[src/rtl/vic_pkg.sv]
// Shared types and constants for the vectored interrupt controller.
// Holds the FSM state encoding and the vector/index widths.
package vic_pkg;

    localparam int VEC_W = 16;
    localparam int N_MAX = 16;
    localparam int IDX_W = $clog2(N_MAX);

    typedef enum logic [1:0] {
        IDLE,
        REQ,
        ACK,
        DONE
    } state_e;

endpackage

[src/rtl/vic_arbiter.sv]
// Combinational arbiter: lowest eligible index at or after ptr_i, wrapping.
// Ports: elig_i (eligible mask), ptr_i (start index) -> valid_o, win_o.
module vic_arbiter
    import vic_pkg::*;
#(
    parameter int N = 4
) (
    input  logic [N-1:0]     elig_i,
    input  logic [IDX_W-1:0] ptr_i,
    output logic             valid_o,
    output logic [IDX_W-1:0] win_o
);

    logic [N-1:0] hi_mask;
    logic [N-1:0] hi;
    logic [N-1:0] pick;

    // Searching the upper part first, then the whole vector, is the same
    // as rotating by ptr, priority-encoding and rotating back.
    always_comb begin
        hi_mask = '0;
        for (int i = 0; i < N; i++) begin
            hi_mask[i] = (IDX_W'(i) >= ptr_i);
        end
        hi      = elig_i & hi_mask;
        pick    = (|hi) ? hi : elig_i;
        valid_o = |elig_i;
        win_o   = '0;
        for (int i = N - 1; i >= 0; i--) begin
            if (pick[i]) begin
                win_o = IDX_W'(i);
            end
        end
    end

endmodule

[src/rtl/vic_prio.sv]
// Vectored interrupt controller: N channels, edge/level, fixed or RR priority.
// Ports: clk_sys/reset/ce, ivec/ireq/iack, irq_o, stb_i/ack_o/dat_o,
// mask_we/mask_din only when VIC_MASK_EN is defined (runtime channel mask).
module vic_prio
    import vic_pkg::*;
#(
    parameter int              N         = 4,
    parameter logic [N-1:0]    EDGE_MASK = '0,
    parameter bit              RR_EN     = 1'b0,
    parameter logic [VEC_W-1:0] SPUR_VEC = 16'o000000
) (
    input  logic               clk_sys,
    input  logic               reset,
    input  logic               ce,
    input  logic [VEC_W*N-1:0] ivec,
    input  logic [N-1:0]       ireq,
    output logic [N-1:0]       iack,
    output logic               irq_o,
    input  logic               stb_i,
    output logic               ack_o,
    output logic [VEC_W-1:0]   dat_o
`ifdef VIC_MASK_EN
    ,
    input  logic               mask_we,
    input  logic [N-1:0]       mask_din
`endif
);

    state_e             state_q, state_d;
    logic [N-1:0]       pend_q, pend_d;
    logic [N-1:0]       prev_q, prev_d;
    logic [IDX_W-1:0]   ptr_q, ptr_d;
    logic               irq_q, irq_d;
    logic               ack_q, ack_d;
    logic [VEC_W-1:0]   dat_q, dat_d;
    logic [N-1:0]       iack_q;
    logic [N-1:0]       mask;
    logic [N-1:0]       elig;
    logic [N-1:0]       gnt;
    logic               win_vld;
    logic [IDX_W-1:0]   win;
    logic [IDX_W-1:0]   ptr_nxt;
    logic [VEC_W-1:0]   win_vec;
    logic               take;

`ifdef VIC_MASK_EN
    logic [N-1:0] mask_q;

    always_ff @(posedge clk_sys) begin
        if (reset) begin
            mask_q <= '0;
        end else if (mask_we) begin
            mask_q <= mask_din;
        end
    end

    assign mask = mask_q;
`else
    assign mask = '0;
`endif

    assign elig = pend_q & ~mask;

    vic_arbiter #(
        .N (N)
    ) u_arb (
        .elig_i  (elig),
        .ptr_i   (ptr_q),
        .valid_o (win_vld),
        .win_o   (win)
    );

    assign ptr_nxt = (win == IDX_W'(N - 1)) ? '0 : win + 1'b1;

    always_comb begin
        win_vec = '0;
        gnt     = '0;
        for (int i = 0; i < N; i++) begin
            if (win == IDX_W'(i)) begin
                win_vec = ivec[VEC_W*i +: VEC_W];
                gnt[i]  = take;
            end
        end
    end

    // Edge channels hold until granted; a new rise on the grant ce wins
    // over the clear. Level channels simply mirror the sampled line.
    always_comb begin
        pend_d = pend_q;
        prev_d = prev_q;
        if (ce) begin
            prev_d = ireq;
            pend_d = (pend_q & ~gnt & EDGE_MASK)
                   | (ireq & ~prev_q & EDGE_MASK)
                   | (ireq & ~EDGE_MASK);
        end
    end

    always_comb begin
        state_d = state_q;
        irq_d   = irq_q;
        ack_d   = ack_q;
        dat_d   = dat_q;
        ptr_d   = ptr_q;
        take    = 1'b0;
        if (ce) begin
            unique case (state_q)
                IDLE: begin
                    if (|elig) begin
                        state_d = REQ;
                        irq_d   = 1'b1;
                    end
                end
                REQ: begin
                    if (stb_i) begin
                        state_d = ACK;
                        irq_d   = 1'b0;
                        ack_d   = 1'b1;
                        if (win_vld) begin
                            take  = 1'b1;
                            dat_d = win_vec;
                            if (RR_EN) begin
                                ptr_d = ptr_nxt;
                            end
                        end else begin
                            dat_d = SPUR_VEC;
                        end
                    end else if (!(|elig)) begin
                        state_d = IDLE;
                        irq_d   = 1'b0;
                    end
                end
                ACK: begin
                    if (!stb_i) begin
                        state_d = DONE;
                        ack_d   = 1'b0;
                        dat_d   = '0;
                    end
                end
                DONE: begin
                    // Gap so irq_o cannot reassert in the same bus cycle.
                    state_d = IDLE;
                end
                default: begin
                    state_d = IDLE;
                end
            endcase
        end
    end

    always_ff @(posedge clk_sys) begin
        if (reset) begin
            state_q <= IDLE;
            pend_q  <= '0;
            prev_q  <= '0;
            ptr_q   <= '0;
            irq_q   <= 1'b0;
            ack_q   <= 1'b0;
            dat_q   <= '0;
            iack_q  <= '0;
        end else begin
            state_q <= state_d;
            pend_q  <= pend_d;
            prev_q  <= prev_d;
            ptr_q   <= ptr_d;
            irq_q   <= irq_d;
            ack_q   <= ack_d;
            dat_q   <= dat_d;
            // Not gated by ce: the grant pulse lasts one clk_sys cycle.
            iack_q  <= gnt;
        end
    end

    assign iack  = iack_q;
    assign irq_o = irq_q;
    assign ack_o = ack_q;
    assign dat_o = dat_q;

endmodule

[config.mk]
export PLATFORM = sky130hd
export DESIGN_NAME = vic_prio
export DESIGN_NICKNAME = d
export VERILOG_FILES = /design/src/rtl/vic_pkg.sv /design/src/rtl/vic_arbiter.sv /design/src/rtl/vic_prio.sv
export SDC_FILE = /design/constraint.sdc
export NUM_CORES = 1
export LEC_CHECK = 0
export CORE_MARGIN = 8
export CORE_UTILIZATION = 39
export CTS_CLUSTER_SIZE = 40
export DETAILED_ROUTE_END_ITERATION = 10
export PLACE_DENSITY = 0.84
export SLEW_MARGIN = 20
export SYNTH_ARGS = -nofsm -noshare
export SYNTH_HDL_FRONTEND = slang
export SYNTH_HIERARCHICAL = 1
export SYNTH_SLANG_ARGS = --single-unit
[constraint.sdc]
create_clock -name clk_sys -period 2 [get_ports clk_sys]
set_input_delay 0.2 -clock clk_sys [delete_from_list [all_inputs] [get_ports clk_sys]]
set_output_delay 0.2 -clock clk_sys [all_outputs]
set_load 0.03 [all_outputs]
==> summary.md, run 1 <==
| Metric | Value |
|---|---|
| Worst Hold Class | reg -> reg |
| Post-DP HPWL | between 4000 and 5000 um |
| Detailed router's first-iteration violation count | 59 |
| Most frequent cells in the layout | 93 x clkdlybuf4s50_1, 28 x dfxtp_1, 21 x nand2_1, 21 x mux2i_1 |
| Critical Path Sink Type | flop |
| Final Hold Vio Count | 0 |
| Tmin final | ~1900 ps |
| Max stage delay on crit path | about 440 ps |
| Antenna cells | 0 |
| Clk pwr share | between 30% and 40% |
| Setup CP Type | reg -> reg |
| DR WL/cell | about 15 um |
| IO buf count | 93 |
| CTS tree | built |
| Pins over their slew limit | 0 |
| Syn Std Cell Area | between 0.0015 and 0.002 mm2 |
| Total Power | 0.00148 W |
| GPL Wtd Cong | ~0.8 |
| Largest net degree at the start of global routing | 32 |
| P_leak | 1.15 nW |
| CP required | 2170 ps |
| Status | finished, final reports clean |
| Via count | between 1500 and 2000 |
| Startpoint Class | flop |
| Layout cells sized above 1 | approximately a tenth |
| Synth Warn # | 6 |
| Sequential Power Share | roughly two fifths |
| All-Layer GR Usage | 15.0% |
| Syn Area/Cell | about 9.4 um2 |
| Area Growth Syn to Fin | 67.9% |
| Critical-path maximum fanout | 6 |
| Crit-path cells | mux2i_1 > a221oi_4 > buf_4 > mux2_2 > a2bb2oi_1 > a22o_1 |
| I/O Pins | 94 |
| Hold Crit Depth | 1 |
| Root buf cell | clkbuf_8 |
| Slowest CP cell | dfxtp_1 |
| Global-route wire length before repair | approximately 8100 um |
| Family with the most delay on the worst path | compound AO/OA/AOI/OAI gates |
| Yosys cell types | 36 |
| Worst slew pin tran | between 600 and 700 ps |
| Worst slew margin | between 50% and 60% |
| FF/Latch Area | between 500 and 600 um2 |
| Vias in the first global route | 1782 |
| Clock Skews | between 6 and 7 ps |
| Max clock buf depth | 2 |
| Crit path launch | elig[1] |
| Fmax achieved | around 530 MHz |
| FF+latch count, synth | 28 |
| Reg2Reg Launch Point | elig[1] |
| Pint | roughly 0.0011 W |
| Initial antenna violation count | 0 |
| Vias/cell | just over 5 |
| Residual DRC count | 0 |
| Detailed Route WL | 5130 um |
| Crit path depth | 6 |
| Synth Flop Type | dfxtp_1 |
| Row cnt | 24 |
| H-tree Lvls | 1 |
| Peak supply drop | 0.496 mV |
| DR pass1 iterations | 4 |
| CTS Buf Count | 3 |
| Post-synth EDFFs | 0 |
| Routed Antenna Nets | 0 |
| Setup_tns | 0 ps |
| Multi-input logic area | ~0.0011 mm2 |
| CP arrival | about 2100 ps |
| Logic gate share of total power | between 30% and 40% |
| Commonest non-fill, non-tap cell in the layout | clkdlybuf4s50_1 |
| Hold Buf Count CTS | 0 |
| Hold path start | dat_o[6] |
| Syn Inst Count | roughly 180 |
| Psw | ~0.00037 W |
| Clk_lat worst skew | 270 ps |
| Total grt overflow | 0 |
| Setup Viol. Count Final | 0 |
| Std-Cell Core Area | around 0.0043 mm2 |
| Die area | between 0.006 and 0.007 mm2 |
| CTS clk-pin slew, worst paths | about 90 ps |
| Net switching fraction of the power | roughly 25% |
| Clk sinks | 28 |
| FILL cells | between 300 and 400 |
| Max Cap Viol | 0 |
| Fin crit share | between 90 and 100% |
| RSZ-0062 raised after global routing | no |
| Register-to-Register Path Depth | 6 |
| Nets | 365 |
| Die H | ~82 um |
| Sequential area share after synthesis | 32.8% |
| Buffers & Inverters on Critical Path | 1 |
| Initial Utilization | 39.8% |
| P per Cell Area | 517 mW/mm2 |
| Chip Width | a little over 80 um |
| Post-synth ARST share | 0% |
## cell usage after synthesis (2+ instances only)
master / count / area (um2)
a211o_1: 15 / 131
a21oi_1: 4 / 20.0
a32o_1: 15 / 150
and3b_1: 3 / 26.3
buf_2: 5 / 25.0
buf_4: 6 / 45.0
buf_6: 3 / 33.8
clkbuf_1: 2 / 7.51
conb_1: 2 / 7.51
dfxtp_1: 28 / 561
inv_1: 3 / 11.3
mux2i_1: 21 / 210
nand2_1: 21 / 78.8
nand2b_1: 3 / 18.8
nor2_1: 11 / 41.3
nor2b_1: 16 / 100
nor3b_2: 2 / 25.0
o21ai_0: 3 / 15.0
## layout make-up
type                    instances  share of cell area (%)
well taps                      52                    2.27
inverters                       3                   0.392
flip-flops and latches         28                    19.5
repair buffers                109                    37.2
clock buffers                   3                    1.44
multi-input cells             148                    38.1
clock inverters                 1                    1.05
## cells by family after synthesis
group | share of synthesized area, %
compound gates | 23.9
simple gates | 22.7
other cells | 0.439
mux | 13.0
buf+inv | 7.17
flops | 32.8
## per-stage QoR
stage                     utilization [%]  area [um2]  hold slack, ps  cells  worst slack [ps]
after floorplan                         -        1760             347    195               156
after global placement               64.7        2780             447    338               182
after detailed placement             64.7        2780             454    338               126
after CTS                            66.4        2850             477    342              91.1
after global routing                 66.8        2870             486    344              25.7
final                                66.8        2870             474    344               116
## power groups by stage
stage                     Sequential [W]  Clock, W  Combinational, W
after global routing            0.000593  0.000477          0.000486
after detailed placement        0.000602         0          0.000440
after floorplan                 0.000610         0          0.000224
after global placement          0.000601         0          0.000435
final                           0.000589  0.000445          0.000450
after CTS                       0.000589  0.000457          0.000444
## worst paths after layout
check                   to  slack, ps
setup / recovery  dat_o[1]        120
hold / removal    dat_o[6]        470
setup reg to reg  dat_o[1]        120
hold reg to reg   dat_o[6]        470
## worst register-to-register path, cell delays in order (launching register included)
cell and delay (ps):
dfxtp_1 440, mux2i_1 140, a221oi_4 360, buf_4 190, mux2_2 330, a2bb2oi_1 130
a22o_1 200
## sequential cells by signal, summed over array words and instances (netlist names), named ones only
register	flops
dat_o	16
irq_o	1
ack_o	1
state_q	1
elig	4
iack	4
## what timing repair did
item | in CTS | in global routing
setup endpoints to repair | 0 | 7
resized for setup | 0 | 1
setup buffers | 0 | 2
## routing by layer
metal  global-route usage (%)  vias up  wire length, um
met3                     4.55        5              424
met2                     26.5       62             2490
met4                     3.16        0               30
li1                         -      884                -
met5                        0        -                0
met1                     17.4      803             2190
(Power assumes the default switching activity.)
==> run 2, diff against run 1 <==
--- a/config.mk
+++ b/config.mk
@@ -5,11 +5,12 @@
 export SDC_FILE = /design/constraint.sdc
 export NUM_CORES = 1
 export LEC_CHECK = 0
+export ABC_AREA = 1
 export CORE_MARGIN = 8
-export CORE_UTILIZATION = 39
+export CORE_UTILIZATION = 40
 export CTS_CLUSTER_SIZE = 40
 export DETAILED_ROUTE_END_ITERATION = 10
-export PLACE_DENSITY = 0.84
+export PLACE_DENSITY = 0.83
 export SLEW_MARGIN = 20
 export SYNTH_ARGS = -nofsm -noshare
 export SYNTH_HDL_FRONTEND = slang
==> constraint.sdc (replaced) <==
create_clock -name clk_sys -period 2 [get_ports clk_sys]
set_input_delay 0.3 -clock clk_sys [delete_from_list [all_inputs] [get_ports clk_sys]]
set_output_delay 0.3 -clock clk_sys [all_outputs]
set_load 0.03 [all_outputs]
==> summary.md, run 2 <==
| Metric | Value |
|---|---|
| Status | finished, final reports clean (unchanged) |
| Setup CP Type | reg -> reg (unchanged) |
| Syn Area/Cell | 6.76 um2 (was 9.44 um2) |
| Synth area leader | dfxtp_1 (unchanged) |
| Syn Inst Count | 278 (was 181) |
| Register-to-Register Path Depth | 12 (was 6) |
| Clock Skews | 2.07 ps (was 6.19 ps) |
| CTS clk-pin slew, worst paths | 90 ps (about the same) |
| CP required | 2210 ps (was 2170 ps) |
| Most common cell in the synthesized netlist | nand3_1 (was dfxtp_1) |
| Row cnt | 25 (was 24) |
| Routed Antenna Nets | 0 (unchanged) |
| Sequential Power Share | 38.9% (was 39.7%) |
| Crit path launch | elig[2] (was elig[1]) |
| Dpl cells | 421 (was 338) |
| P per Cell Area | 503 mW/mm2 (was 517 mW/mm2) |
| Hold Crit Depth | 2 (was 1) |
| Die H | 84.5 um (was 82.2 um) |
| Slowest CP cell | dfxtp_2 (was dfxtp_1) |
| Synth area leaders | dfxtp_1 30%, nand3_1 18%, nor2_1 11% (was dfxtp_1 33%, mux2i_1 12%, a32o_1 8.8%) |
| Setup Viol. Count Final | 0 (unchanged) |
| Layout cells sized above 1 | 14.1% (was 9.93%) |
| CP Capture Point | dat_o[10] (was dat_o[1]) |
| CP dominant cell by count | nand3_1 |
| DR WL/cell | 14.9 um (about the same) |
| M3 GR Usage | 2.83% (was 4.55%) |
| GR Util met2 | 30.2% (was 26.5%) |
| Pins over their slew limit | 0 (unchanged) |
| Tmin final | 1900 ps (was 1880 ps) |
| CTS tree | built (unchanged) |
| Die area | 0.00714 mm2 (was 0.00676 mm2) |
| Buffers & Inverters on Critical Path | 2 (was 1) |
| Crit path depth | 12 (was 6) |
| Peak supply drop | 0.303 mV (was 0.496 mV) |
| Hold Buf Count CTS | 0 (unchanged) |
| Synth Warn # | 6 (unchanged) |
| Root buf cell | clkbuf_8 (unchanged) |
| Total grt overflow | 0 (unchanged) |
| Yosys cell types | 25 (was 36) |
| Family with the most delay on the worst path | simple AND/OR/NAND/NOR gates (was compound AO/OA/AOI/OAI gates) |
| Layer with the highest usage | met2 (unchanged) |
| CTS Buf Count | 3 (unchanged) |
| P_leak | 1.12 nW (was 1.15 nW) |
| Psw | 0.000421 W (was 0.000374 W) |
| Antenna cells | 0 (unchanged) |
| Max clock buf depth | 2 (unchanged) |
| Reg2Reg Launch Point | elig[2] (was elig[1]) |
| Syn Std Cell Area | 0.00188 mm2 (was 0.00171 mm2) |
| Final Hold Vio Count | 0 (unchanged) |
| Fin crit share | 95.1% (was 94.2%) |
| Commonest non-fill, non-tap cell in the layout | clkdlybuf4s50_1 (unchanged) |
| I/O Pins | 94 (unchanged) |
| Std-Cell Core Area | 0.00463 mm2 (was 0.00429 mm2) |
| Critical Path Sink Type | flop (unchanged) |
| Max FFs per register | 16 (unchanged) |
| Reg2reg end | dat_o[10] (was dat_o[1]) |
| Max Cap Viol | 0 (unchanged) |
| CP arrival | 2120 ps (was 2050 ps) |
| Clk sinks | 28 (unchanged) |
| H-tree Lvls | 1 (unchanged) |
| Via count | 2205 (was 1754) |
| Initial Utilization | 40.6% (was 39.8%) |
| Share of the synthesized area in the top cell type | 29.8% (was 32.8%) |
| Fmax achieved | 526 MHz (was 531 MHz) |
| Synth Flop Type | dfxtp_1 (unchanged) |
| Post-synth ARST share | 0% (unchanged) |
| GPL Wtd Cong | 0.863 (was 0.794) |
| Largest net degree at the start of global routing | 53 (was 32) |
| Nets | 449 (was 365) |
| Most frequent cells in the layout | 93 x clkdlybuf4s50_1, 68 x nand3_1, 56 x nor2_1 (was 93 x clkdlybuf4s50_1, 28 x dfxtp_1, 21 x nand2_1, 21 x mux2i_1) |
| Worst Hold Class | reg -> reg (unchanged) |
| Logic gate share of total power | 31.7% (was 30.3%) |
| Post-layout util | 64.8% (was 66.8%) |
| Pint | 0.00109 W (was 0.00111 W) |
| Net switching fraction of the power | 27.9% (was 25.2%) |
| Startpoint Class | flop (unchanged) |
| Chip Width | 84.5 um (was 82.2 um) |
| DR pass1 iterations | 5 (was 4) |
| Detailed router's first-iteration violation count | 98 (was 59) |
| Top cells by count, synth | 68 x nand3_1, 57 x nor2_1, 31 x nand2_1 (was 28 x dfxtp_1, 21 x mux2i_1, 21 x nand2_1) |
| Clk_lat worst skew | 270 ps (about the same) |
| Initial antenna violation count | 0 (unchanged) |
| FF+latch count, synth | 28 (unchanged) |
| Flop-to-flop setup slack | 100 ps (was 120 ps) |
| Clk pwr share | 29.5% (was 30.0%) |
| Max stage delay on crit path | 350 ps (was 440 ps) |
| Residual DRC count | 0 (unchanged) |
| Detailed Route WL | 6400 um (was 5130 um) |
| Post-synth EDFFs | 0 (unchanged) |
| IO buf count | 93 (unchanged) |
| FILL cells | 418 (was 363) |
| Vias/cell | 5.13 (was 5.10) |
| Area Growth Syn to Fin | 59.8% (was 67.9%) |
| All-Layer GR Usage | 17.5% (was 15.0%) |
| GRT met1 Usage | 21.2% (was 17.4%) |
| Global-route wire length before repair | 10300 um (was 8090 um) |
| Vias in the first global route | 2208 (was 1782) |
| Sequential area share after synthesis | 29.8% (was 32.8%) |
| Crit-path cells | nand2_1 > nor2_2 > nor2_2 > nand3_1 > nand3_1 > a21oi_4 > buf_4 > buf_4 > o211ai_1 > nand3_1 > nand2_1 > a21oi_2 (was mux2i_1 > a221oi_4 > buf_4 > mux2_2 > a2bb2oi_1 > a22o_1) |
| Post-DP HPWL | 5020 um (was 4070 um) |
| Post-Layout Cell Count | 430 (was 344) |
| Critical-path maximum fanout | 9 (was 6) |
run 2: changes by cell type after synthesis, moves of 15 or more:
cell / previous run / this run
a32o_1: 15 / 0
nor2_1: 11 / 57
mux2i_1: 21 / 0
a211o_1: 15 / 0
nor2b_1: 16 / 0
o211ai_1: 0 / 16
nand3_1: 0 / 68
run 2: how the worst min path moves through the flow:
stage,start,endpoint,slack [ps]
after floorplan,ireq[1],elig[1],430
after global placement,irq_o,irq_o,440
after detailed placement,irq_o,irq_o,440
after CTS,irq_o,irq_o,450
after global routing,irq_o,irq_o,500
final,irq_o,irq_o,450
run 2: what timing repair did:
item                       CTS  global route
setup endpoints to repair    2            16
pin swaps                    2             3
resized for setup            1             3
buffers inserted             3             2
run 2: cells by family after synthesis:
kind of cell,share of synthesized area (%)
AOI/OAI and AO/OA,16.3
buffers and inverters,9.06
DFF,29.8
other,0.400
and+or+nand+nor,44.4
run 2: through the flow:
| stage | instance area (um2) | worst slack, ps | TNS [ps] | hold slack (ps) | power (W) |
|---|---|---|---|---|---|
| after floorplan | 1900 | 105 | 0 | 435 | 0.000830 |
| after global placement | 2860 | 85.0 | 0 | 435 | 0.00103 |
| after detailed placement | 2860 | 15.8 | 0 | 435 | 0.00103 |
| after CTS | 2960 | 17.5 | 0 | 450 | 0.00148 |
| after global routing | 3000 | -1.68 | -1.68 | 501 | 0.00158 |
| final | 3000 | 97.7 | 0 | 447 | 0.00151 |
run 2: cell type report:
class,instances,area (um2),area share [%]
flip-flops and latches,28,562,18.7
clock inverters,1,30.0,1.00
repair buffers,108,1070,35.6
well taps,54,67.6,2.25
multi-input cells,225,1190,39.7
clock buffers,3,41.3,1.38
inverters,11,41.3,1.38
run 2: power groups by stage:
stage	Combinational (W)	Sequential (W)	Clock [W]
floorplan	0.000220	0.000611	0
global placement	0.000432	0.000598	0
detailed placement	0.000435	0.000599	0
CTS	0.000450	0.000586	0.000447
global route	0.000521	0.000589	0.000470
finish	0.000478	0.000587	0.000445
run 2: worst reg2reg max path, cell delays in order (launching register included):
cell	delay, ps
dfxtp_2	350
nand2_1	70
nor2_2	120
nor2_2	70
nand3_1	70
nand3_1	110
a21oi_4	270
buf_4	170
buf_4	160
o211ai_1	110
nand3_1	120
nand2_1	110
a21oi_2	130
run 2: per-layer routing:
layer  vias to the layer above  wire, um
li1                       1134         -
met1                       985      2720
met2                        78      3270
met3                         8       307
met4                         0       113
met5                         -         0
